<file path="config.mk">
export PLATFORM = sky130hd
export DESIGN_NAME = cordic_rotacao_quadrante
export DESIGN_NICKNAME = d
export VERILOG_FILES = /design/src/rtl/cordic_rotacao_quadrante.sv
export SDC_FILE = /design/constraint.sdc
export NUM_CORES = 1
export LEC_CHECK = 0
export ABC_AREA = 1
export CAP_MARGIN = 0
export CORE_MARGIN = 3
export CORE_UTILIZATION = 58
export CTS_BUF_LIST = sky130_fd_sc_hd__clkbuf_4
export DETAILED_ROUTE_END_ITERATION = 6
export GPL_TIMING_DRIVEN = 1
export PLACE_DENSITY = 0.81
export SLEW_MARGIN = 0
export SYNTH_ARGS = -nofsm -noshare
export SYNTH_HDL_FRONTEND = slang
export SYNTH_SLANG_ARGS = --single-unit
</file>
<file path="constraint.sdc">
create_clock -name clk -period 4.1 [get_ports clk]
set_input_delay 0.615 -clock clk [delete_from_list [all_inputs] [get_ports clk]]
set_output_delay 0.615 -clock clk [all_outputs]
set_load 0.03 [all_outputs]
</file>
<file path="src/rtl/cordic_rotacao_quadrante.sv">
// Rotation-mode CORDIC producing cos/sin of a reduced angle, followed by a
// quadrant correction that maps the result back onto the original angle.
module cordic_rotacao_quadrante #(
    parameter int unsigned WIDTH = 32,
    parameter int unsigned ITER  = 16
) (
    input  logic                    clk,
    input  logic                    rst,
    input  logic                    enable,
    input  logic signed [WIDTH-1:0] z_in,
    input  logic [2:0]              quadrante,
    output logic signed [WIDTH-1:0] cos_out,
    output logic signed [WIDTH-1:0] sin_out,
    output logic                    busy,
    output logic                    done
);

    localparam int unsigned IW = 5;
    localparam logic signed [WIDTH-1:0] K_INIT = WIDTH'(39797);

    typedef enum logic [1:0] {
        IDLE    = 2'd0,
        ITERA   = 2'd1,
        CORRIGE = 2'd2
    } state_t;

    state_t                  state_q, state_d;
    logic signed [WIDTH-1:0] x_q, x_d;
    logic signed [WIDTH-1:0] y_q, y_d;
    logic signed [WIDTH-1:0] z_q, z_d;
    logic [IW-1:0]           i_q, i_d;
    logic [2:0]              quad_q, quad_d;
    logic signed [WIDTH-1:0] cos_d, sin_d;
    logic                    done_d, busy_d;
    logic signed [WIDTH-1:0] x_sh, y_sh, atan_i;

    // arctan(2^-i) in Q16.16
    function automatic logic signed [WIDTH-1:0] atan_lut(input logic [IW-1:0] idx);
        case (idx)
            5'd0:    atan_lut = WIDTH'(51472);
            5'd1:    atan_lut = WIDTH'(30386);
            5'd2:    atan_lut = WIDTH'(16055);
            5'd3:    atan_lut = WIDTH'(8150);
            5'd4:    atan_lut = WIDTH'(4091);
            5'd5:    atan_lut = WIDTH'(2047);
            5'd6:    atan_lut = WIDTH'(1024);
            5'd7:    atan_lut = WIDTH'(512);
            5'd8:    atan_lut = WIDTH'(256);
            5'd9:    atan_lut = WIDTH'(128);
            5'd10:   atan_lut = WIDTH'(64);
            5'd11:   atan_lut = WIDTH'(32);
            5'd12:   atan_lut = WIDTH'(16);
            5'd13:   atan_lut = WIDTH'(8);
            5'd14:   atan_lut = WIDTH'(4);
            5'd15:   atan_lut = WIDTH'(2);
            default: atan_lut = '0;
        endcase
    endfunction

    // State and datapath registers
    always_ff @(posedge clk or negedge rst) begin
        if (!rst) begin
            state_q <= IDLE;
            x_q     <= '0;
            y_q     <= '0;
            z_q     <= '0;
            i_q     <= '0;
            quad_q  <= '0;
            cos_out <= '0;
            sin_out <= '0;
            done    <= 1'b0;
            busy    <= 1'b0;
        end else begin
            state_q <= state_d;
            x_q     <= x_d;
            y_q     <= y_d;
            z_q     <= z_d;
            i_q     <= i_d;
            quad_q  <= quad_d;
            cos_out <= cos_d;
            sin_out <= sin_d;
            done    <= done_d;
            busy    <= busy_d;
        end
    end

    // Next-state, iteration datapath and quadrant correction
    always_comb begin
        state_d = state_q;
        x_d     = x_q;
        y_d     = y_q;
        z_d     = z_q;
        i_d     = i_q;
        quad_d  = quad_q;
        cos_d   = cos_out;
        sin_d   = sin_out;
        done_d  = 1'b0;
        x_sh    = x_q >>> i_q;
        y_sh    = y_q >>> i_q;
        atan_i  = atan_lut(i_q);

        case (state_q)
            IDLE: begin
                if (enable) begin
                    x_d     = K_INIT;
                    y_d     = '0;
                    z_d     = z_in;
                    quad_d  = quadrante;
                    i_d     = '0;
                    state_d = ITERA;
                end
            end
            ITERA: begin
                if (!z_q[WIDTH-1]) begin
                    x_d = x_q - y_sh;
                    y_d = y_q + x_sh;
                    z_d = z_q - atan_i;
                end else begin
                    x_d = x_q + y_sh;
                    y_d = y_q - x_sh;
                    z_d = z_q + atan_i;
                end
                i_d = i_q + IW'(1);
                if (i_q == IW'(ITER - 1)) begin
                    state_d = CORRIGE;
                end
            end
            CORRIGE: begin
                case (quad_q)
                    3'd1: begin
                        cos_d = -y_q;
                        sin_d = x_q;
                    end
                    3'd2, 3'd3: begin
                        cos_d = -x_q;
                        sin_d = -y_q;
                    end
                    3'd4: begin
                        cos_d = y_q;
                        sin_d = -x_q;
                    end
                    default: begin
                        cos_d = x_q;
                        sin_d = y_q;
                    end
                endcase
                done_d  = 1'b1;
                state_d = IDLE;
            end
            default: state_d = IDLE;
        endcase

        // busy also covers the done cycle so the handshake never shows a gap
        busy_d = (state_d != IDLE) || done_d;
    end

endmodule

</file>
==> out/qor_table.md, run 1 <==
| Quantity | Reported | Unit |
| --- | --- | --- |
| Status | aborted with a tool error | - |
| Last stage | global routing (5_1_grt) | - |
| Error message | [ERROR GRT-0232] Routing congestion too high. Check the congestion heatmap in the GUI. | - |
| Cell at the root of the clock tree | sky130_fd_sc_hd__clkbuf_4 | - |
| Level count of the clock H-tree | 4 | - |
| Row Count | 67 | - |
| Cell type with the largest total area after synthesis | sky130_fd_sc_hd__dfrtp_1 | - |
| Synth cell count leaders | sky130_fd_sc_hd__nand2_1, sky130_fd_sc_hd__nand3_1, sky130_fd_sc_hd__inv_1 | - |
| GPL Wtd Cong | 1.14 | - |
| Cts-stage hold buffer count | 0 | - |
| Top flip-flop cell by instance count after synthesis | sky130_fd_sc_hd__dfrtp_1 | - |
| Sequential area share after synthesis | 21.4 | % |
| Cell count after placement | 4280 | - |
| Initial Utilization | 59.4 | % |
| Number of sinks handled by clock tree synthesis | 172 | - |
| Count of pins on the block boundary | 104 | - |
| Vert. Die Dim | 192 | µm |
| Buffers from clock root to sink, at most | 2 | - |
| Leftover overflow at the end of global routing | 444 | - |
| CTS Buf Count | 17 | - |
| Share of Yosys cell area claimed by the top area cell type | 21.4 | % |
| Cells after synthesis | 3326 | - |
| Kind of the worst endpoint | sequential cell input | - |
| Mapped Nets | 3479 | - |
| Synth Register Bits | 172 | - |
| Number of flops mapped to enable cells by yosys | 0 | - |
| Mapped Avg Cell Area | 6.05 | µm² |
| Top-count cell post-synth | sky130_fd_sc_hd__nand2_1 | - |
| Largest net degree at the start of global routing | 89 | - |
| Die boundary width | 192 | µm |
| Yosys warning count | 0 | - |
| Top area cells in the synthesized netlist | sky130_fd_sc_hd__dfrtp_1, sky130_fd_sc_hd__nand2_1, sky130_fd_sc_hd__nand3_1, sky130_fd_sc_hd__ha_1, sky130_fd_sc_hd__inv_1 | - |
| Summed instance area of the synthesized netlist | 20100 | µm² |
| Number of library cell types mapped by synthesis | 60 | - |
| Global router's overall resource usage | 84.5 | % |
| Port bufs | 103 | - |
| Proportion of synthesized flip-flops having asynchronous set or reset | 100 | % |
| Post-detailed-placement half-perimeter wirelength | 70200 | µm |
| Worst endpoint after global-route timing repair | z_q[30]$_DFFE_PN0P_/D | - |
## stage by stage
step | hold WS [ps] | worst slack (ps) | utilization [%] | cell area [µm²]
floorplan | 319 | 106 | - | 20100
global placement | 452 | -345 | 74.7 | 25300
detailed placement | 462 | -525 | 74.7 | 25300
CTS | 4.20 | -321 | 81.4 | 27600
## repair_timing
| action | 4_1_cts |
|---|---|
| endpoints found under the setup margin | 60 |
| pin swaps | 161 |
| buffers inserted | 73 |
| gates resized for setup | 365 |
| endpoints found under the hold margin | 0 |
| gates cloned | 4 |
## layer usage
metal | global-route usage [%] | GRT overflow
met4 | 88.6 | 164
met3 | 72.2 | 23
met1 | 83.0 | 26
met2 | 97.4 | 230
met5 | 47.0 | 1
## kinds of logic after synthesis
family / synth area share (%)
flip-flops: 21.4
buffers and inverters: 9.88
AO/OA/AOI/OAI: 17.5
AND/OR/NAND/NOR: 38.4
adder cells (fa/ha/maj): 7.26
XOR/XNOR: 5.57
==> run 2: changes to the inputs <==
CORE_UTILIZATION = 40   (was 58)
CTS_BUF_LIST = not set   (was sky130_fd_sc_hd__clkbuf_4)
PLACE_DENSITY = not set   (was 0.81)
PLACE_DENSITY_LB_ADDON = 0.15   (was not set)
clock period = 5.3 ns   (was 4.1 ns; I/O delays follow)
==> run 2 against run 1 <==
Compared with the run above:
- the run now ends clean
- synthesized cell count unchanged
- area after synthesis unchanged
==> out/qor_table.md, run 2 <==
| Quantity | Reported | Unit | Change |
| --- | --- | --- | --- |
| Endpoint of the worst register-to-register path | y_q[28]$_DFFE_PN0P_ | - |  |
| Layout-stage area growth over the synthesis result | 12.6 | % |  |
| CTS tree | built | - |  |
| Largest net degree at the start of global routing | 96 | - |  |
| Synth Register Bits | 172 | - | unchanged |
| Row Count | 81 | - | was 67 |
| Yosys warning count | 0 | - | unchanged |
| Number of flops mapped to enable cells by yosys | 0 | - | unchanged |
| Timing-limited maximum frequency | 204 | MHz |  |
| Port bufs | 103 | - | unchanged |
| Die area | 53100 | µm² |  |
| Initial Utilization | 40.8 | % | was 59.4% |
| Top flip-flop cell by instance count after synthesis | sky130_fd_sc_hd__dfrtp_1 | - | unchanged |
| Level count of the clock H-tree | 4 | - | unchanged |
| Worst skew pair latency | 510 | ps |  |
| Final Routed Wirelength | 90400 | µm |  |
| Start of the worst register-to-register path | i_q[0]$_DFFE_PN0P_ | - |  |
| Period utilisation layout | 92.4 | % |  |
| Sequential area share after synthesis | 21.4 | % | unchanged |
| Final setup fails | 0 | - |  |
| Number of max-cap violations | 0 | - |  |
| Count of pins on the block boundary | 104 | - | unchanged |
| Global router's overall resource usage | 33.4 | % |  |
| Accumulated negative setup slack | 0 | ps |  |
| Share of Yosys cell area claimed by the top area cell type | 21.4 | % | unchanged |
| GPL Wtd Cong | 1.00 | - | was 1.14 |
| Number of nets in the layout | 3533 | - |  |
| Leftover overflow at the end of global routing | 0 | - |  |
| Number of library cell types mapped by synthesis | 60 | - | unchanged |
| Core region area | 49400 | µm² |  |
| Proportion of synthesized flip-flops having asynchronous set or reset | 100 | % | unchanged |
| Commonest non-fill, non-tap cell in the layout | sky130_fd_sc_hd__nand2_1 | - |  |
| Cell count after placement | 4024 | - | was 4280 |
| Cell at the root of the clock tree | sky130_fd_sc_hd__clkbuf_16 | - | was sky130_fd_sc_hd__clkbuf_4 |
| R2R depth | 24 | - |  |
| Filler cell count in the final layout | 5416 | - |  |
| Cts-stage hold buffer count | 0 | - | unchanged |
| Cells after synthesis | 3326 | - | unchanged |
| Crit path DAT | 5270 | ps |  |
| CP required | 5680 | ps |  |
| Most frequent cells in the layout | sky130_fd_sc_hd__nand2_1, sky130_fd_sc_hd__nand3_1, sky130_fd_sc_hd__inv_1, sky130_fd_sc_hd__nor2_1, sky130_fd_sc_hd__o21ai_0 | - |  |
| Non-filler instance count after layout | 4057 | - |  |
| Number of vias per cell | 5.81 | - |  |
| Wire length of the first global-routing pass | 135000 | µm |  |
| Summed instance area of the synthesized netlist | 20100 | µm² | unchanged |
| Routed wirelength normalized by instance count | 22.3 | µm |  |
| Number of sinks handled by clock tree synthesis | 172 | - | unchanged |
| Post-detailed-placement half-perimeter wirelength | 71400 | µm | was 70200 µm |
| Mapped Avg Cell Area | 6.05 | µm² | unchanged |
| DRC | 0 | - |  |
| Endpoints failing hold | 0 | - |  |
| Final worst clock skew | 20.2 | ps |  |
| Cell type with the largest total area after synthesis | sky130_fd_sc_hd__dfrtp_1 | - | unchanged |
| Worst-path clk slew | 80 | ps |  |
| Internal reg-to-reg setup slack | 400 | ps |  |
| Number of antenna violations at the first check in global routing | 2 | - |  |
| Slew at the pin closest to its max-slew limit | 1060 | ps |  |
| Post-layout min period | 4900 | ps |  |
| Path type of the worst min-delay path | in -> async | - |  |
| Vert. Die Dim | 230 | µm | was 192 µm |
| Top-count cell post-synth | sky130_fd_sc_hd__nand2_1 | - | unchanged |
| ANT nets after route | 0 | - |  |
| Via count of the first global-routing pass | 22400 | - |  |
| Unrepaired setup endpoints after global routing | no | - |  |
| CTS Buf Count | 17 | - | unchanged |
| Proportion of layout cells with a drive suffix above 1 | 6.31 | % |  |
| Launching instance or port of the critical path | i_q[0]$_DFFE_PN0P_ | - |  |
| Synth cell count leaders | sky130_fd_sc_hd__nand2_1, sky130_fd_sc_hd__nand3_1, sky130_fd_sc_hd__inv_1 | - | unchanged |
| Largest fanout on the critical path | 59 | - |  |
| Top area cells in the synthesized netlist | sky130_fd_sc_hd__dfrtp_1, sky130_fd_sc_hd__nand2_1, sky130_fd_sc_hd__nand3_1, sky130_fd_sc_hd__ha_1, sky130_fd_sc_hd__inv_1 | - | unchanged |
| Antenna diodes | 0 | - |  |
| Setup CP Type | reg -> reg | - |  |
| Mapped Nets | 3479 | - | unchanged |
| Slew Viols, Final | 0 | - |  |
| Status | complete, no violations | - | was aborted with a tool error |
| Number of DRC markers in iteration 0 | 2456 | - |  |
| Total via count after detailed routing | 23600 | - |  |
| Sort of element at the end of the critical path | flip-flop | - |  |
| Die boundary width | 230 | µm | was 192 µm |
| Crit path launch type | flip-flop | - |  |
| Buffers from clock root to sink, at most | 2 | - | unchanged |
| First-pass iteration count of the detailed router | 6 | - |  |
| Rel. slew slack | 29.4 | % |  |
## run 2: layout make-up
type                    instances  area, µm²  area share, %
clock buffers                  19        453           2.00
clock inverters                13        153          0.673
inverters                     337       1290           5.69
multi-input cells            2666      13900           61.3
flip-flops and latches        172       4310           19.0
well taps                     664        831           3.66
repair buffers                186       1740           7.66
## run 2: cells by family (layout without fill, tap and decap cells)
logic type | after synthesis | in the layout | synth area share, %
AND/OR/NAND/NOR | 1810 | 1810 | 38.4
AO/OA/AOI/OAI | 613 | 613 | 17.5
buffers and inverters | 488 | 555 | 9.88
flip-flops | 172 | 172 | 21.4
XOR/XNOR | 128 | 128 | 5.57
adder cells (fa/ha/maj) | 115 | 115 | 7.26
## run 2: per-layer routing
layer / global-route usage [%] / vias to the layer above / routed length (µm)
met5: 0 / - / 27
met4: 15.0 / 4 / 4490
met3: 5.59 / 248 / 6380
met2: 55.5 / 1080 / 41700
met1: 42.5 / 11000 / 37800
li1: - / 11200 / -
## run 2: through the flow
step	utilization, %	cell area, µm²	setup slack, ps	hold slack [ps]
2_1_floorplan	-	20100	1310	422
3_3_place_gp	44.6	22000	218	450
3_5_place_dp	44.6	22000	150	466
4_1_cts	45.8	22600	137	308
5_1_grt	45.9	22700	10.9	354
6_report	45.9	22700	405	302
## run 2: how the worst max path moves through the flow
stage          cells after the start                  end  slack, ps
6_report                          24  y_q[28]$_DFFE_PN0P_        400
3_3_place_gp                      23  z_q[30]$_DFFE_PN0P_        220
5_1_grt                           24  y_q[28]$_DFFE_PN0P_         10
4_1_cts                           22  z_q[28]$_DFFE_PN0P_        140
3_5_place_dp                      22  z_q[28]$_DFFE_PN0P_        150
2_1_floorplan                     30  y_q[30]$_DFFE_PN0P_       1310
## run 2: timing repair
action	in CTS	in global routing
resized for setup	0	10
setup buffers	0	0
setup endpoints to repair	0	13
## run 2: worst max-delay path: stages (launching register included)
cell and delay, ps:
sky130_fd_sc_hd__dfrtp_4 610, sky130_fd_sc_hd__inv_16 230, sky130_fd_sc_hd__nand2_1 90, sky130_fd_sc_hd__nand3_1 220
sky130_fd_sc_hd__nand3_1 140, sky130_fd_sc_hd__nand2_1 100, sky130_fd_sc_hd__nand2_1 70, sky130_fd_sc_hd__nand3_1 130
sky130_fd_sc_hd__nand2_1 150, sky130_fd_sc_hd__nor2_1 120, sky130_fd_sc_hd__nand2_1 110, sky130_fd_sc_hd__nor2_4 180
sky130_fd_sc_hd__nand2_1 90, sky130_fd_sc_hd__o21ai_0 190, sky130_fd_sc_hd__xor2_1 450, sky130_fd_sc_hd__ha_1 390
sky130_fd_sc_hd__a21oi_1 170, sky130_fd_sc_hd__inv_1 80, sky130_fd_sc_hd__a21oi_1 150, sky130_fd_sc_hd__o21ai_0 100
sky130_fd_sc_hd__nand3b_1 250, sky130_fd_sc_hd__a21oi_2 270, sky130_fd_sc_hd__o211ai_1 130, sky130_fd_sc_hd__o21ai_0 210
sky130_fd_sc_hd__o21ai_0 120
Power of run 2 is left out: the tool's default activity adds up to more than one toggle a clock period on the data nets, which glitch-free logic cannot reach.
